## config.mk

```make
export PLATFORM = sky130hd
export DESIGN_NAME = layernorm_input_packer
export DESIGN_NICKNAME = d
export VERILOG_FILES = /design/src/rtl/layernorm_pkg.sv /design/src/rtl/layernorm_input_packer.sv
export SDC_FILE = /design/constraint.sdc
export NUM_CORES = 1
export LEC_CHECK = 0
export CAP_MARGIN = 20
export CORE_UTILIZATION = 48
export DETAILED_ROUTE_END_ITERATION = 16
export HOLD_SLACK_MARGIN = 0.1
export PLACE_DENSITY = 0.75
export SYNTH_ARGS = -nofsm -noshare
export SYNTH_HDL_FRONTEND = slang
export SYNTH_SLANG_ARGS = --single-unit
```

## constraint.sdc

```tcl
create_clock -name clk -period 2.71 [get_ports clk]
set_input_delay 0.542 -clock clk [delete_from_list [all_inputs] [get_ports clk]]
set_output_delay 0.542 -clock clk [all_outputs]
set_load 0.01 [all_outputs]
```

## src/rtl/layernorm_pkg.sv

```systemverilog
// layernorm_pkg: shared Q5.10 constants, vector width and packer state encoding
package layernorm_pkg;
    localparam int DATA_W = 16;
    localparam int FRAC_W = 10;
    localparam logic [DATA_W-1:0] ONE = 16'h0400;
    localparam int N_ELEM = 16;
    typedef enum logic {FILL, EMIT} pack_state_t;
endpackage

```

## src/rtl/layernorm_input_packer.sv

```systemverilog
// layernorm_input_packer: packs a serial Q5.10 stream into 16-element vectors for the LayerNorm pipeline; LN_PACK_LAST_CHECK_EN enables s_last framing checks
module layernorm_input_packer
    import layernorm_pkg::*;
#(
    parameter int N_ELEM = layernorm_pkg::N_ELEM,
    parameter int DATA_W = layernorm_pkg::DATA_W,
    parameter int CNT_W  = 16
) (
    input  logic                     clk,
    input  logic                     rst_n,
    input  logic                     s_valid,
    output logic                     s_ready,
    input  logic [DATA_W-1:0]        s_data,
    input  logic                     s_last,
    input  logic                     flush,
    output logic                     valid_out,
    output logic [N_ELEM*DATA_W-1:0] vector_out,
    output logic [CNT_W-1:0]         vec_count,
    output logic                     busy,
    output logic                     err_last_early,
    output logic                     err_last_missing
);
    localparam int IDX_W = $clog2(N_ELEM);
    localparam logic [IDX_W-1:0] LAST = IDX_W'(N_ELEM - 1);

    pack_state_t state;
    logic [IDX_W-1:0] idx;
    logic [DATA_W-1:0] shadow [N_ELEM];
    logic [N_ELEM*DATA_W-1:0] next_vec;
    logic early_hit;

    assign s_ready   = rst_n && !flush;
    assign valid_out = (state == EMIT);
    assign busy      = (idx != '0);

`ifdef LN_PACK_LAST_CHECK_EN
    assign early_hit = s_last && (idx != LAST);

    // sticky framing errors, observed on every accepted beat
    always_ff @(posedge clk) begin
        if (!rst_n) begin
            err_last_early   <= 1'b0;
            err_last_missing <= 1'b0;
        end else if (s_valid && s_ready) begin
            if (early_hit) err_last_early <= 1'b1;
            if (!s_last && idx == LAST) err_last_missing <= 1'b1;
        end
    end
`else
    logic unused_last;
    assign unused_last      = s_last;
    assign early_hit        = 1'b0;
    assign err_last_early   = 1'b0;
    assign err_last_missing = 1'b0;
`endif

    // full vector as it will look once the incoming beat lands in the last slot
    always_comb begin
        next_vec = '0;
        for (int i = 0; i < N_ELEM; i++)
            next_vec[DATA_W*i +: DATA_W] = (i == N_ELEM - 1) ? s_data : shadow[i];
    end

    // fill/emit control: EMIT lasts one cycle and still accepts element 0 of the next vector
    always_ff @(posedge clk) begin
        if (!rst_n) begin
            state      <= FILL;
            idx        <= '0;
            vector_out <= '0;
            vec_count  <= '0;
            for (int i = 0; i < N_ELEM; i++) shadow[i] <= '0;
        end else begin
            state <= FILL;
            if (flush) begin
                idx <= '0;
            end else if (s_valid) begin
                shadow[idx] <= s_data;
                if (early_hit) begin
                    idx <= '0;
                end else if (idx == LAST) begin
                    vector_out <= next_vec;
                    idx        <= '0;
                    state      <= EMIT;
                    vec_count  <= vec_count + CNT_W'(1);
                end else begin
                    idx <= idx + IDX_W'(1);
                end
            end
        end
    end
endmodule

```

==> Word-level counts from Yosys, hierarchy flattened <==
Memories as Yosys holds them, arrays and structs flattened. A register that Yosys moved wholly into a read port is not among the register bits.
Cells that the tools add are included.
{ "classes": {"n_reduce_logical": 22, "add_sub_neg": 2, "eq_ne": 1, "muxes": 10, "bitwise": 3} }
{ "op_table": {"columns": ["cell", "n"], "rows": [
  ["$add A16 B1 Y16 const B", 1],
  ["$logic_not A1 Y1", 16],
  ["$mux W16", 1],
  ["$reduce_or A16 Y1", 1],
  ["$mux W4", 2],
  ["$mux W1", 7],
  ["$add A4 B1 Y4 const B", 1],
  ["$eq A4 B4 Y1 const B", 1],
  ["$reduce_bool A4 Y1", 1],
  ["$not A1 Y1", 3],
  ["$reduce_and A3 Y1", 1],
  ["$reduce_or A3 Y1", 1],
  ["$reduce_or A2 Y1", 1],
  ["$logic_and A1 B1 Y1", 1]
]} }
{ "totals": {"mem_bits_rw": 256, "word_cells": 43, "memories": 1, "inputBits": 21, "ff_bits": 277, "output_inout_bits": 277} }
{ "mem_list": {"columns": ["name", "words", "width", "read_ports", "rd_clocked_by_memory_dff", "wr", "line", "source"], "rows": [
  ["shadow", 16, 16, 15, 15, 16, "layernorm_input_packer.sv:28", "logic [DATA_W-1:0] shadow [N_ELEM];"]
]} }

==> Depth between registers and ports, before layout <==
{ "logic_depth": {"word_depth": 6, "depth_mapped": 8, "mapped_depth_nobuf": 6} }

==> Worst setup path after synthesis <==
Ideal clock, no wire load.
{ "synth_timing": {"path_type": "input to register", "from": "in rst_n", "to": "mem shadow[14][0] (enable)", "arrival_time_ps": 2279, "setup_ps": 411, "setup_slack_ps": 19, "stages": 5, "path_buffers": 1, "t_required_ps": 2299, "cell_sequence": "buf_2 > nand2b_4 > inv_2 > nand3_2 > o21ai_0"} }
{ "synth_rtl": {"columns": ["item", "line", "source"], "rows": [
  ["from (decl)", "layernorm_input_packer.sv:10", "input logic rst_n,"],
  ["to (decl)", "layernorm_input_packer.sv:28", null]
]} }

==> Worst setup path in the final report <==
{ "layout_timing": {"from": "reg idx[3]", "to": "out busy"} }
{ "layout_between": {"elab_chain_len": 1} }
{ "layout_rtl": {"columns": ["item", "line", "source"], "rows": [
  ["from (decl)", "layernorm_input_packer.sv:27", "logic [IDX_W-1:0] idx;"],
  ["from (signal assigned)", "layernorm_input_packer.sv:86", "idx <= idx + IDX_W'(1);"],
  ["$reduce_bool A4 Y1", "layernorm_input_packer.sv:34", "assign busy = (idx != '0);"],
  ["to (decl)", "layernorm_input_packer.sv:19", "output logic busy,"]
]} }
Every way passes these cells.

==> flow_summary.yaml <==
clock_network:
  clkTransAtPathRegs_ns: 0.06
  cts.sink_count: 517
  cts_hold_buf: 0
  numCtsBuffers: 50
  cts_resized: 0
  postCtsSetupBuffers: 0
  clk_latency_ns: 0.58
  cts_tree: "done"
  htree_levels: 2
  root_buffer: "clkbuf_16"
  cts_buffer_depth: 3
worst_setup_path:
  regToRegSetupSlack_ns: 0.54
  cp-startpoint: "idx[3]"
  crit_path_end: "busy"
  crit_path_end_kind: "primary output"
  cp.arrival_ns: 2.03
  reg2reg_from: "idx[2]"
  required_ns: 2.17
  critical_path.max_fanout: 14
  path_class: "reg2out"
  cp-start-kind: "flip-flop"
  worstReg2RegEnd: "vector_out[22]"
  reg2regPathDepth: 6
pwr:
  p_total_mw: 15.5
  peakVddDrop_mv: 0.514
  power.leakage_nw: 9.77
  powerDensity_nw_per_um2: 641
worst_hold_path:
  hold_path_class: "in2reg"
finish:
  diodes: 0
  nFillCells: 3012
  final_nets: 2100
  syn2layout_area_growth_pct: 27.2
  drive_above_1_share_pct: 7.52
detailed_routing:
  vias: 13600
  drt_iter0_markers: 1082
  drt-total-wl_mm: 50.3
  post-route-drc-count: 0
  ant_nets: 0
  viasPerCell: 5.17
  firstDrtPassIters: 5
  wire_per_inst_um: 19.1
sta:
  holdWs_ns: 0.297
  finalCritPeriodShare_pct: 94.9
  rsz0062_at_grt: "no"
  finalHoldViolCount: 0
  fin_skew_ns: 0.0196
  setup_violations: 0
  max-slew-margin-rel_pct: 27.9
  max_freq_mhz: 389
  slew_violations: 0
  final.min_clock_period_ns: 2.57
  worst_pin_slew_ns: 1.08
yosys:
  synth-async-reset-ratio_pct: 0
  ys_warn_count: 0
  synth.distinct_cells: 36
  synth.largest_area_cell: "edfxtp_1"
  syn_avg_cell_area_sq_um: 10.6
  synth_edf_count: 240
  netlist.area_leader.share_pct: 37.9
  syn-cell-area_sq_um: 19000
  ys.flop_type: "dfxtp_1"
  synth_area_leaders: "edfxtp_1, dfxtp_1, nor2_1"
  yosysSeqAreaShare_pct: 67.1
  synth_cells: 1788
  synth-seq-cells: 517
place:
  portBuffers: 294
  dp_hpwl_mm: 30.4
  gp_congestion: 0.799
floorplan:
  core-area_sq_um: 38800
  die_h_um: 201
  die_area_sq_um: 40400
  io_pins: 298
  die_x_um: 201
  initial_core_util_pct: 48.9
  num_rows: 72
global_route:
  grt_pass1_wl_mm: 75.6
  grt_overflow_total: 0
  grt_use_total_pct: 24.7
  grt_max_degree: 125
  grt_pass1_vias: 13000
  antenna_found_initial: 8
flow_run:
  cap_violations: 0
outcome:
  outcome: "finished clean"
[worst min-delay path by stage]
stage,start,slack [ns],cells after the start,endpoint
after global placement,vector_out[116],0.45,2,vector_out[116]
after CTS,rst_n,0.26,3,vector_out[153]
after global routing,rst_n,0.29,3,vector_out[153]
after detailed placement,vector_out[106],0.45,2,vector_out[106]
final,rst_n,0.30,3,vector_out[153]
after floorplan,shadow[6][15],0.45,2,vector_out[111]
[worst max-delay path: stages (launching register included)]
cell,delay (ns)
dfxtp_1,0.70
nor2_1,0.10
nand2_1,0.08
clkdlybuf4s50_1,0.57
[sequential cells by signal, indices dropped and copies added (netlist names)]
name and cells:
vector_out 256, shadow 240, vec_count 16, idx 4, valid_out 1
[where the power goes]
group	switching, mW	leakage (nW)	internal [mW]
registers	0.0391	4.71	8.27
clock network	2.88	0.779	3.92
logic	0.304	4.28	0.0939
total	3.22	9.77	12.3
[cells by family (layout without fill, tap and decap cells)]
family          Yosys count  count (layout)  synth area share [%]
xor+xnor                 11              11                 0.507
compound gates          276             276                  7.27
fa+ha+maj                 5               5                 0.329
other cells               1               2                0.0197
flops                   517             517                  67.1
buf+inv                 131             457                  3.73
mux                       3               3                 0.158
simple gates            844             844                  20.9
[cell usage after synthesis (2+ instances only)]
cell type	number
dfxtp_1	277
inv_2	2
buf_2	33
xnor2_1	10
nand2b_1	12
inv_1	4
a21oi_1	263
nor4_1	4
clkbuf_1	66
ha_1	5
nand3_1	9
nand2_1	46
o21ai_0	13
nand4_1	3
mux2i_1	3
or3_1	5
and4_1	2
and2_1	241
nor3_1	5
nor3_2	5
buf_6	22
edfxtp_1	240
buf_4	3
nand3_2	3
nor2_1	501
[layout make-up]
cell class | count | area [sq um] | area share (%)
clock buffers | 71 | 1370 | 5.67
multi-input cells | 1141 | 5570 | 23.1
well taps | 518 | 648 | 2.68
repair buffers | 358 | 3580 | 14.8
flip-flops and latches | 517 | 12800 | 52.8
clock inverters | 22 | 223 | 0.921
inverters | 6 | 27.5 | 0.114
[layout by cell type, fill, tap and decap left out, types with 3 or more instances in the layout]
cell,n
or3_1,5
clkdlybuf4s50_1,293
and2_1,241
dfxtp_1,277
nand3_1,9
buf_12,12
buf_4,52
nor3_2,6
o21ai_2,6
nor4_1,4
nand2_1,46
o21ai_1,3
o21ai_0,4
clkbuf_16,51
clkinv_4,3
nor3_1,4
clkbuf_8,3
mux2i_1,3
nand3_2,3
ha_1,5
clkbuf_1,18
a21oi_1,263
inv_1,4
bufinv_16,4
xnor2_1,10
nor2_1,501
nand2b_1,12
clkinv_1,4
nand4_1,3
edfxtp_1,240
clkinv_2,9
[metrics by stage]
stage | instances | area [sq um] | TNS, ns | setup WS, ns | util, %
2_1_floorplan | 1789 | 19000 | 0 | 0.0195 | -
3_3_place_gp | 2540 | 22600 | -1.75 | -0.113 | 58.1
3_5_place_dp | 2540 | 22600 | -2.66 | -0.153 | 58.1
4_1_cts | 2633 | 24200 | 0 | 0.0724 | 62.3
5_1_grt | 2633 | 24200 | 0 | 0.0356 | 62.3
6_report | 2633 | 24200 | 0 | 0.137 | 62.3
[metal layers]
metal	wire [um]	track usage, %	share of wire, %	up-vias
li1	-	-	-	6470
met1	20800	32.2	41	6484
met2	24000	41.0	48	565
met3	3940	4.32	7.8	96
met4	1580	9.43	3.1	0
met5	0	0	0	-
Note: power is estimated with default switching activity, not from simulation.
